File: src/rtl/multicycle_ctrl_if.sv
// Instruction- and data-memory handshake bundle between the sequencer and memory.
// The controller drives requests; memory answers with a one-cycle ack.
interface multicycle_ctrl_if;
    logic imem_req;
    logic imem_ack;
    logic dmem_req;
    logic dmem_we;
    logic dmem_ack;

    modport master (output imem_req, dmem_req, dmem_we, input imem_ack, dmem_ack);
    modport slave  (input imem_req, dmem_req, dmem_we, output imem_ack, dmem_ack);
endinterface

File: src/rtl/multicycle_ctrl.sv
// Multi-cycle RV32I sequencer: fetch/decode/exec/mem/writeback with memory handshakes,
// retired-instruction counting and sticky traps on illegal opcodes or memory timeouts.
module multicycle_ctrl #(
    parameter int CNT_W   = 32,
    parameter int TMO_MAX = 255
) (
    input  logic                 clk,
    input  logic                 rst_n,
    input  logic [6:0]           ins_op,
    input  logic [2:0]           ins_subop,
    input  logic                 br_taken,
    multicycle_ctrl_if.master    mem,
    output logic                 ir_we,
    output logic                 pc_we,
    output logic [1:0]           pc_sel,
    output logic                 reg_we,
    output logic [1:0]           wb_sel,
    output logic                 trap,
    output logic [1:0]           trap_cause,
    output logic [2:0]           state_o,
    output logic [CNT_W-1:0]     retired
);
    localparam int TMO_W = (TMO_MAX > 1) ? $clog2(TMO_MAX) : 1;
    localparam logic [TMO_W-1:0] TMO_LAST = TMO_W'(TMO_MAX - 1);

    localparam logic [6:0] OP_LOAD   = 7'b0000011;
    localparam logic [6:0] OP_STORE  = 7'b0100011;
    localparam logic [6:0] OP_REG    = 7'b0110011;
    localparam logic [6:0] OP_IMM    = 7'b0010011;
    localparam logic [6:0] OP_AUIPC  = 7'b0010111;
    localparam logic [6:0] OP_LUI    = 7'b0110111;
    localparam logic [6:0] OP_JAL    = 7'b1101111;
    localparam logic [6:0] OP_JALR   = 7'b1100111;
    localparam logic [6:0] OP_BRANCH = 7'b1100011;

    typedef enum logic [2:0] {
        S_IDLE   = 3'd0,
        S_FETCH  = 3'd1,
        S_DECODE = 3'd2,
        S_EXEC   = 3'd3,
        S_MEM    = 3'd4,
        S_WB     = 3'd5,
        S_TRAP   = 3'd6
    } state_e;

    typedef enum logic [1:0] {
        CAUSE_NONE     = 2'b00,
        CAUSE_ILLEGAL  = 2'b01,
        CAUSE_IMEM_TMO = 2'b10,
        CAUSE_DMEM_TMO = 2'b11
    } cause_e;

    state_e            state_q, state_d;
    cause_e            cause_q, cause_d;
    logic [6:0]        op_q;
    logic [2:0]        subop_q;
    logic [TMO_W-1:0]  tmo_q;
    logic [CNT_W-1:0]  retired_q;
    logic              waiting;
    logic              tmo_hit;
    logic              is_store;

    function automatic logic op_legal(input logic [6:0] op);
        case (op)
            OP_LOAD, OP_STORE, OP_REG, OP_IMM, OP_AUIPC,
            OP_LUI, OP_JAL, OP_JALR, OP_BRANCH: return 1'b1;
            default:                            return 1'b0;
        endcase
    endfunction

    assign waiting  = (state_q == S_FETCH && !mem.imem_ack) || (state_q == S_MEM && !mem.dmem_ack);
    assign tmo_hit  = (tmo_q == TMO_LAST);
    assign is_store = (op_q == OP_STORE);

    // NOTE: state and counters use non-blocking assignment so every register samples pre-edge values.
    always_ff @(posedge clk or negedge rst_n) begin
        if (!rst_n) begin
            state_q <= S_IDLE;
            cause_q <= CAUSE_NONE;
        end else begin
            state_q <= state_d;
            cause_q <= cause_d;
        end
    end

    // funct3 is captured alongside the opcode for the ALU-control path; sequencing ignores it.
    always_ff @(posedge clk or negedge rst_n) begin
        if (!rst_n) begin
            op_q      <= '0;
            subop_q   <= '0;
            tmo_q     <= '0;
            retired_q <= '0;
        end else begin
            if (state_q == S_DECODE) begin
                op_q    <= ins_op;
                subop_q <= ins_subop;
            end
            // Clearing whenever not waiting guarantees a fresh count on every FETCH/MEM entry.
            tmo_q <= waiting ? tmo_q + TMO_W'(1) : '0;
            if (pc_we) retired_q <= retired_q + CNT_W'(1);
        end
    end

    // NOTE: every comb output gets a default first so no path leaves it unassigned (no latches).
    always_comb begin
        state_d = state_q;
        cause_d = cause_q;
        unique case (state_q)
            S_IDLE:   state_d = S_FETCH;
            S_FETCH: begin
                if (mem.imem_ack)  state_d = S_DECODE;
                else if (tmo_hit) begin
                    state_d = S_TRAP;
                    cause_d = CAUSE_IMEM_TMO;
                end
            end
            S_DECODE: begin
                if (op_legal(ins_op)) state_d = S_EXEC;
                else begin
                    state_d = S_TRAP;
                    cause_d = CAUSE_ILLEGAL;
                end
            end
            S_EXEC: begin
                if (op_q == OP_LOAD || op_q == OP_STORE) state_d = S_MEM;
                else if (op_q == OP_BRANCH)              state_d = S_FETCH;
                else                                     state_d = S_WB;
            end
            S_MEM: begin
                if (mem.dmem_ack)  state_d = is_store ? S_FETCH : S_WB;
                else if (tmo_hit) begin
                    state_d = S_TRAP;
                    cause_d = CAUSE_DMEM_TMO;
                end
            end
            S_WB:     state_d = S_FETCH;
            S_TRAP:   state_d = S_TRAP;
            default:  state_d = S_IDLE;
        endcase
    end

    always_comb begin
        mem.imem_req = 1'b0;
        mem.dmem_req = 1'b0;
        mem.dmem_we  = 1'b0;
        ir_we        = 1'b0;
        pc_we        = 1'b0;
        pc_sel       = 2'b00;
        reg_we       = 1'b0;
        wb_sel       = 2'b00;
        trap         = 1'b0;
        case (state_q)
            S_FETCH: begin
                mem.imem_req = 1'b1;
                ir_we        = mem.imem_ack;
            end
            S_EXEC: begin
                if (op_q == OP_BRANCH) begin
                    pc_we  = 1'b1;
                    pc_sel = br_taken ? 2'b01 : 2'b00;
                end
            end
            S_MEM: begin
                mem.dmem_req = 1'b1;
                mem.dmem_we  = is_store;
                pc_we        = is_store && mem.dmem_ack;
            end
            S_WB: begin
                reg_we = 1'b1;
                pc_we  = 1'b1;
                if (op_q == OP_LOAD)                         wb_sel = 2'b01;
                else if (op_q == OP_JAL || op_q == OP_JALR) wb_sel = 2'b10;
                if (op_q == OP_JAL)       pc_sel = 2'b01;
                else if (op_q == OP_JALR) pc_sel = 2'b10;
            end
            S_TRAP:  trap = 1'b1;
            default: ;
        endcase
    end

    logic unused_subop;
    assign unused_subop = ^subop_q;

    assign trap_cause = cause_q;
    assign state_o    = state_q;
    assign retired    = retired_q;
endmodule

File: src/flat_wrapper.sv
// flat-port wrapper written by rule: the top's interface ports become plain ports
module multicycle_ctrl_flat 
#(
    parameter int CNT_W   = 32,
    parameter int TMO_MAX = 255
)
  (clk, rst_n, ins_op, ins_subop, br_taken, ir_we, pc_we, pc_sel, reg_we, wb_sel, trap, trap_cause, state_o, retired, mem_imem_req, mem_dmem_req, mem_dmem_we, mem_imem_ack, mem_dmem_ack);
  multicycle_ctrl_if mem_i ();
  input  logic clk;
  input  logic rst_n;
  input  logic [6:0] ins_op;
  input  logic [2:0] ins_subop;
  input  logic br_taken;
  output logic ir_we;
  output logic pc_we;
  output logic [1:0] pc_sel;
  output logic reg_we;
  output logic [1:0] wb_sel;
  output logic trap;
  output logic [1:0] trap_cause;
  output logic [2:0] state_o;
  output logic [CNT_W-1:0] retired;
  output wire logic [$bits(mem_i.imem_req)-1:0] mem_imem_req;
  output wire logic [$bits(mem_i.dmem_req)-1:0] mem_dmem_req;
  output wire logic [$bits(mem_i.dmem_we)-1:0] mem_dmem_we;
  input wire logic [$bits(mem_i.imem_ack)-1:0] mem_imem_ack;
  input wire logic [$bits(mem_i.dmem_ack)-1:0] mem_dmem_ack;
  assign mem_imem_req = mem_i.imem_req;
  assign mem_dmem_req = mem_i.dmem_req;
  assign mem_dmem_we = mem_i.dmem_we;
  assign mem_i.imem_ack = mem_imem_ack;
  assign mem_i.dmem_ack = mem_dmem_ack;
  multicycle_ctrl #(.CNT_W(CNT_W), .TMO_MAX(TMO_MAX)) u_core (.clk(clk), .rst_n(rst_n), .ins_op(ins_op), .ins_subop(ins_subop), .br_taken(br_taken), .mem(mem_i), .ir_we(ir_we), .pc_we(pc_we), .pc_sel(pc_sel), .reg_we(reg_we), .wb_sel(wb_sel), .trap(trap), .trap_cause(trap_cause), .state_o(state_o), .retired(retired));
endmodule
File: config.mk
export PLATFORM = sky130hd
export DESIGN_NAME = multicycle_ctrl_flat
export DESIGN_NICKNAME = d
export VERILOG_FILES = /design/src/rtl/multicycle_ctrl_if.sv /design/src/rtl/multicycle_ctrl.sv /design/src/flat_wrapper.sv
export SDC_FILE = /design/constraint.sdc
export NUM_CORES = 1
export LEC_CHECK = 0
export ABC_AREA = 0
export CORE_ASPECT_RATIO = 1.4
export CORE_MARGIN = 4
export CORE_UTILIZATION = 50
export DETAILED_ROUTE_END_ITERATION = 8
export PLACE_DENSITY = 0.81
export SLEW_MARGIN = 40
export SYNTH_ARGS = -nofsm -noshare
export SYNTH_HDL_FRONTEND = slang
export SYNTH_SLANG_ARGS = --single-unit
File: constraint.sdc
create_clock -name clk -period 2.6 [get_ports clk]
set_input_delay 0.52 -clock clk [delete_from_list [all_inputs] [get_ports clk]]
set_output_delay 0.52 -clock clk [all_outputs]
set_load 0.005 [all_outputs]
==> flow_metrics.tcl <==
set metrics [dict create \
    antenna_violations_before_repair 0 \
    ys_warn_count 0 \
    hold_slack_final_ns 0.304 \
    maxCapViolations 0 \
    post_dp_cell_area_um2 3350 \
    fp.dieH_um 94.8 \
    critical_path_class "flop to output pin" \
    die_width_um 70.0 \
    grt_use_total_pct 18.3 \
    postLayoutCoreUtil_pct 67.1 \
    ys_dominant_reg_cell "sky130_fd_sc_hd__dfrtp_1" \
    totalWireLength_um 5800 \
    drive_above_1_share_pct 13.3 \
    worst_vdd_rail_ir_drop_mv 0.439 \
    drc_markers 0 \
    portBuffers 59 \
    arrival_ns 2.00 \
    post-dp-hpwl_um 4290 \
    worst_setup_slack_after_placement_ns 0.113 \
    timing_limited_maximum_frequency_ghz 0.397 \
    power-per-cell-area_nw_per_um2 699 \
    number_of_flops_mapped_to_enable_cells_by_yosys 0 \
    wl_met3_um 298 \
    synthCells 258 \
    sequential_share_of_power_pct 45.4 \
    holdCritPathClass "input port to asynchronous set/reset pin" \
    max_slew_margin_pct 57.4 \
    via_per_inst 5.47 \
    period_needed_ns 2.52 \
    routed-via-count 2126 \
    pwr-share-clk_pct 22.2 \
    floorplan.initialDensity_pct 51.8 \
    postRouteAntennaNets 0 \
    globalRoute.totalOverflow 0 \
    wl_met1_um 2400 \
    clk_root_buf "sky130_fd_sc_hd__clkbuf_8" \
    metal2_wl_um 3040 \
    postCtsResizedCells 0 \
    average_footprint_of_a_synthesized_cell_um2 10.4 \
    rsz_0062_raised_after_global_routing "yes" \
    grt_first_pass_wirelength_um 9830 \
    dieArea_um2 6640 \
    critical_path.reg2reg.startpoint "u_core.state_o[2]" \
    net_switching_power_figure_mw 0.789 \
    p_sw_share_pct 32.3 \
    synthArstFlopShare_pct 100 \
    power_leakage_nw 1.56 \
    ys_types 48 \
    antennaDiodeCount 0 \
    cts-htree-levels 2 \
    finalNetCount 340 \
    critPathCaptureType "output pin" \
    mostFrequentLayoutCells "58 x sky130_fd_sc_hd__clkdlybuf4s50_1, 50 x sky130_fd_sc_hd__dfrtp_1, 25 x sky130_fd_sc_hd__nand2_1, 24 x sky130_fd_sc_hd__xor2_1, 23 x sky130_fd_sc_hd__nor2_1" \
    cp-startpoint "u_core.state_o[2]" \
    run_status "completed" \
    worst_setup_path_start_kind "flop" \
    timing.final.crit_share_pct 96.9 \
    clock_skew_ns 0.00656 \
    clock_insertion_delay_worst_skew_ns 0.30 \
    first_iter_violations 60 \
    floorplan.rows 31 \
    grt_pass1_vias 2154 \
    synth-seq-area-share_pct 48.3 \
    core_region_area_um2 5200 \
    top_signal_layer_used "met4" \
    detail_route.wl_per_cell_um 14.9 \
    synth.ff_latch_count 52 \
    finalMaxSlewViolations 0 \
    p_total_mw 2.44 \
    numCtsBuffers 5 \
    final-hold-violation-count 0 \
    detail_route.first_pass.iterations 4 \
    clock_sink_count 52 \
    top_level_ports 63 \
    worst_max_slew_pin_slew_ns 0.640 \
    syn-num-nets 276 \
    intPower_mw 1.65 \
    worst-endpoint-required_ns 2.08 \
    cts-root-to-sink-buffers 2 \
    path_max_fanout 7 \
    finish.instance_area_um2 3490 \
    post-cts-setup-buffer-count 0 \
    grt_max_degree 53 \
    comb_power_share_pct 32.4 \
    final_common_cell "sky130_fd_sc_hd__clkdlybuf4s50_1" \
    synthToLayoutAreaGrowth_pct 29.5 \
    cts_tree "yes" \
    syn-cell-area_um2 2690 \
    finalSetupViolCount 0 \
    layout_setup_ws_ns 0.0793 \
    cts_hold_repair.buffers 0 \
    gp_congestion 0.804 \
    clk_transition_reported_paths_ns 0.09 \
]
-- sequential cells by signal, summed over array words and instances, names as in the netlist --
register	flops
u_core.retired	32
u_core.trap_cause	2
u_core.op_q	7
u_core.state_o	3
u_core.tmo_q	8
-- path summary, 6_finish.rpt --
| kind | end | slack, ns | cells past startpoint |
|---|---|---|---|
| worst max-delay path | ir_we | 0.08 | 6 |
| worst min-delay path | u_core.retired[8] | 0.30 | 2 |
| worst max register to register | u_core.retired[25] | 0.62 | 6 |
| worst min register to register | u_core.tmo_q[0] | 0.50 | 1 |
| max in group asynchronous | u_core.op_q[3] | 1.82 | 2 |
| min in group clk | u_core.tmo_q[0] | 0.50 | 1 |
-- per-layer routing --
metal	vias up	track usage (%)
li1	1010	-
met1	1048	21.2
met2	61	33.5
met3	7	4.47
met4	0	4.95
met5	-	0
-- critical path, cell delays in order, from the launching register on --
cell and delay, ns:
sky130_fd_sc_hd__dfrtp_2 0.46, sky130_fd_sc_hd__buf_4 0.17, sky130_fd_sc_hd__nand2b_1 0.15, sky130_fd_sc_hd__or2_4 0.25, sky130_fd_sc_hd__inv_1 0.06, sky130_fd_sc_hd__and2_1 0.11, sky130_fd_sc_hd__clkdlybuf4s50_1 0.49
-- power groups by stage --
| stage | Clock (mW) | Combinational, mW | Sequential [mW] |
|---|---|---|---|
| floorplan | 0 | 0.470 | 1.07 |
| global placement | 0 | 0.758 | 1.10 |
| detailed placement | 0 | 0.775 | 1.11 |
| CTS | 0.554 | 0.777 | 1.09 |
| global route | 0.595 | 0.864 | 1.13 |
| finish | 0.541 | 0.789 | 1.11 |
-- cell usage after synthesis (2+ instances only) --
master                     instances  share of area, %
sky130_fd_sc_hd__dfrtp_1          52                48
sky130_fd_sc_hd__nand2_1          25               3.5
sky130_fd_sc_hd__xor2_1           24               7.8
sky130_fd_sc_hd__nor2_1           23               3.2
sky130_fd_sc_hd__nand3_1          13               2.4
sky130_fd_sc_hd__nor3_1           13               2.4
sky130_fd_sc_hd__xnor2_1          12               3.9
sky130_fd_sc_hd__inv_1            10               1.4
sky130_fd_sc_hd__mux2_2            7               2.9
sky130_fd_sc_hd__nand4_1           5               1.2
sky130_fd_sc_hd__nor4_1            5               1.2
sky130_fd_sc_hd__nor4_2            5               2.3
sky130_fd_sc_hd__and3_1            4              0.93
sky130_fd_sc_hd__nor2b_1           4              0.93
sky130_fd_sc_hd__a21boi_0          3              0.84
sky130_fd_sc_hd__and2_1            3              0.70
sky130_fd_sc_hd__buf_6             3               1.3
sky130_fd_sc_hd__clkbuf_1          3              0.42
sky130_fd_sc_hd__ha_1              3               1.4
sky130_fd_sc_hd__nand2b_1          3              0.70
sky130_fd_sc_hd__nor3b_1           3              0.84
sky130_fd_sc_hd__a21oi_1           2              0.37
sky130_fd_sc_hd__and3b_1           2              0.65
sky130_fd_sc_hd__and4_1            2              0.65
sky130_fd_sc_hd__buf_2             2              0.37
sky130_fd_sc_hd__nor4b_2           2               1.1
sky130_fd_sc_hd__o21ai_0           2              0.37
sky130_fd_sc_hd__o22ai_1           2              0.46
sky130_fd_sc_hd__or2_2             2              0.46
-- metrics by stage --
step,setup TNS [ns],std cells
6_report,0,389
5_1_grt,-0.0428,389
4_1_cts,0,389
3_5_place_dp,0,381
3_3_place_gp,0,381
2_1_floorplan,0,258
-- kinds of logic after synthesis --
| family | synth area share [%] |
|---|---|
| adder cells (fa/ha/maj) | 1.39 |
| XOR/XNOR | 12.3 |
| AND/OR/NAND/NOR | 26.8 |
| flip-flops | 48.3 |
| buffers and inverters | 3.72 |
| multiplexers | 2.93 |
| AO/OA/AOI/OAI | 4.55 |
-- cell type report --
class / instances / area [um^2]
clock inverters: 2 / 35.0
inverters: 10 / 37.5
well taps: 66 / 82.6
fillers: 433 / 1710
flip-flops and latches: 52 / 1300
multi-input cells: 187 / 1320
clock buffers: 6 / 72.6
repair buffers: 66 / 638
Note: power is estimated with default switching activity, not from simulation.
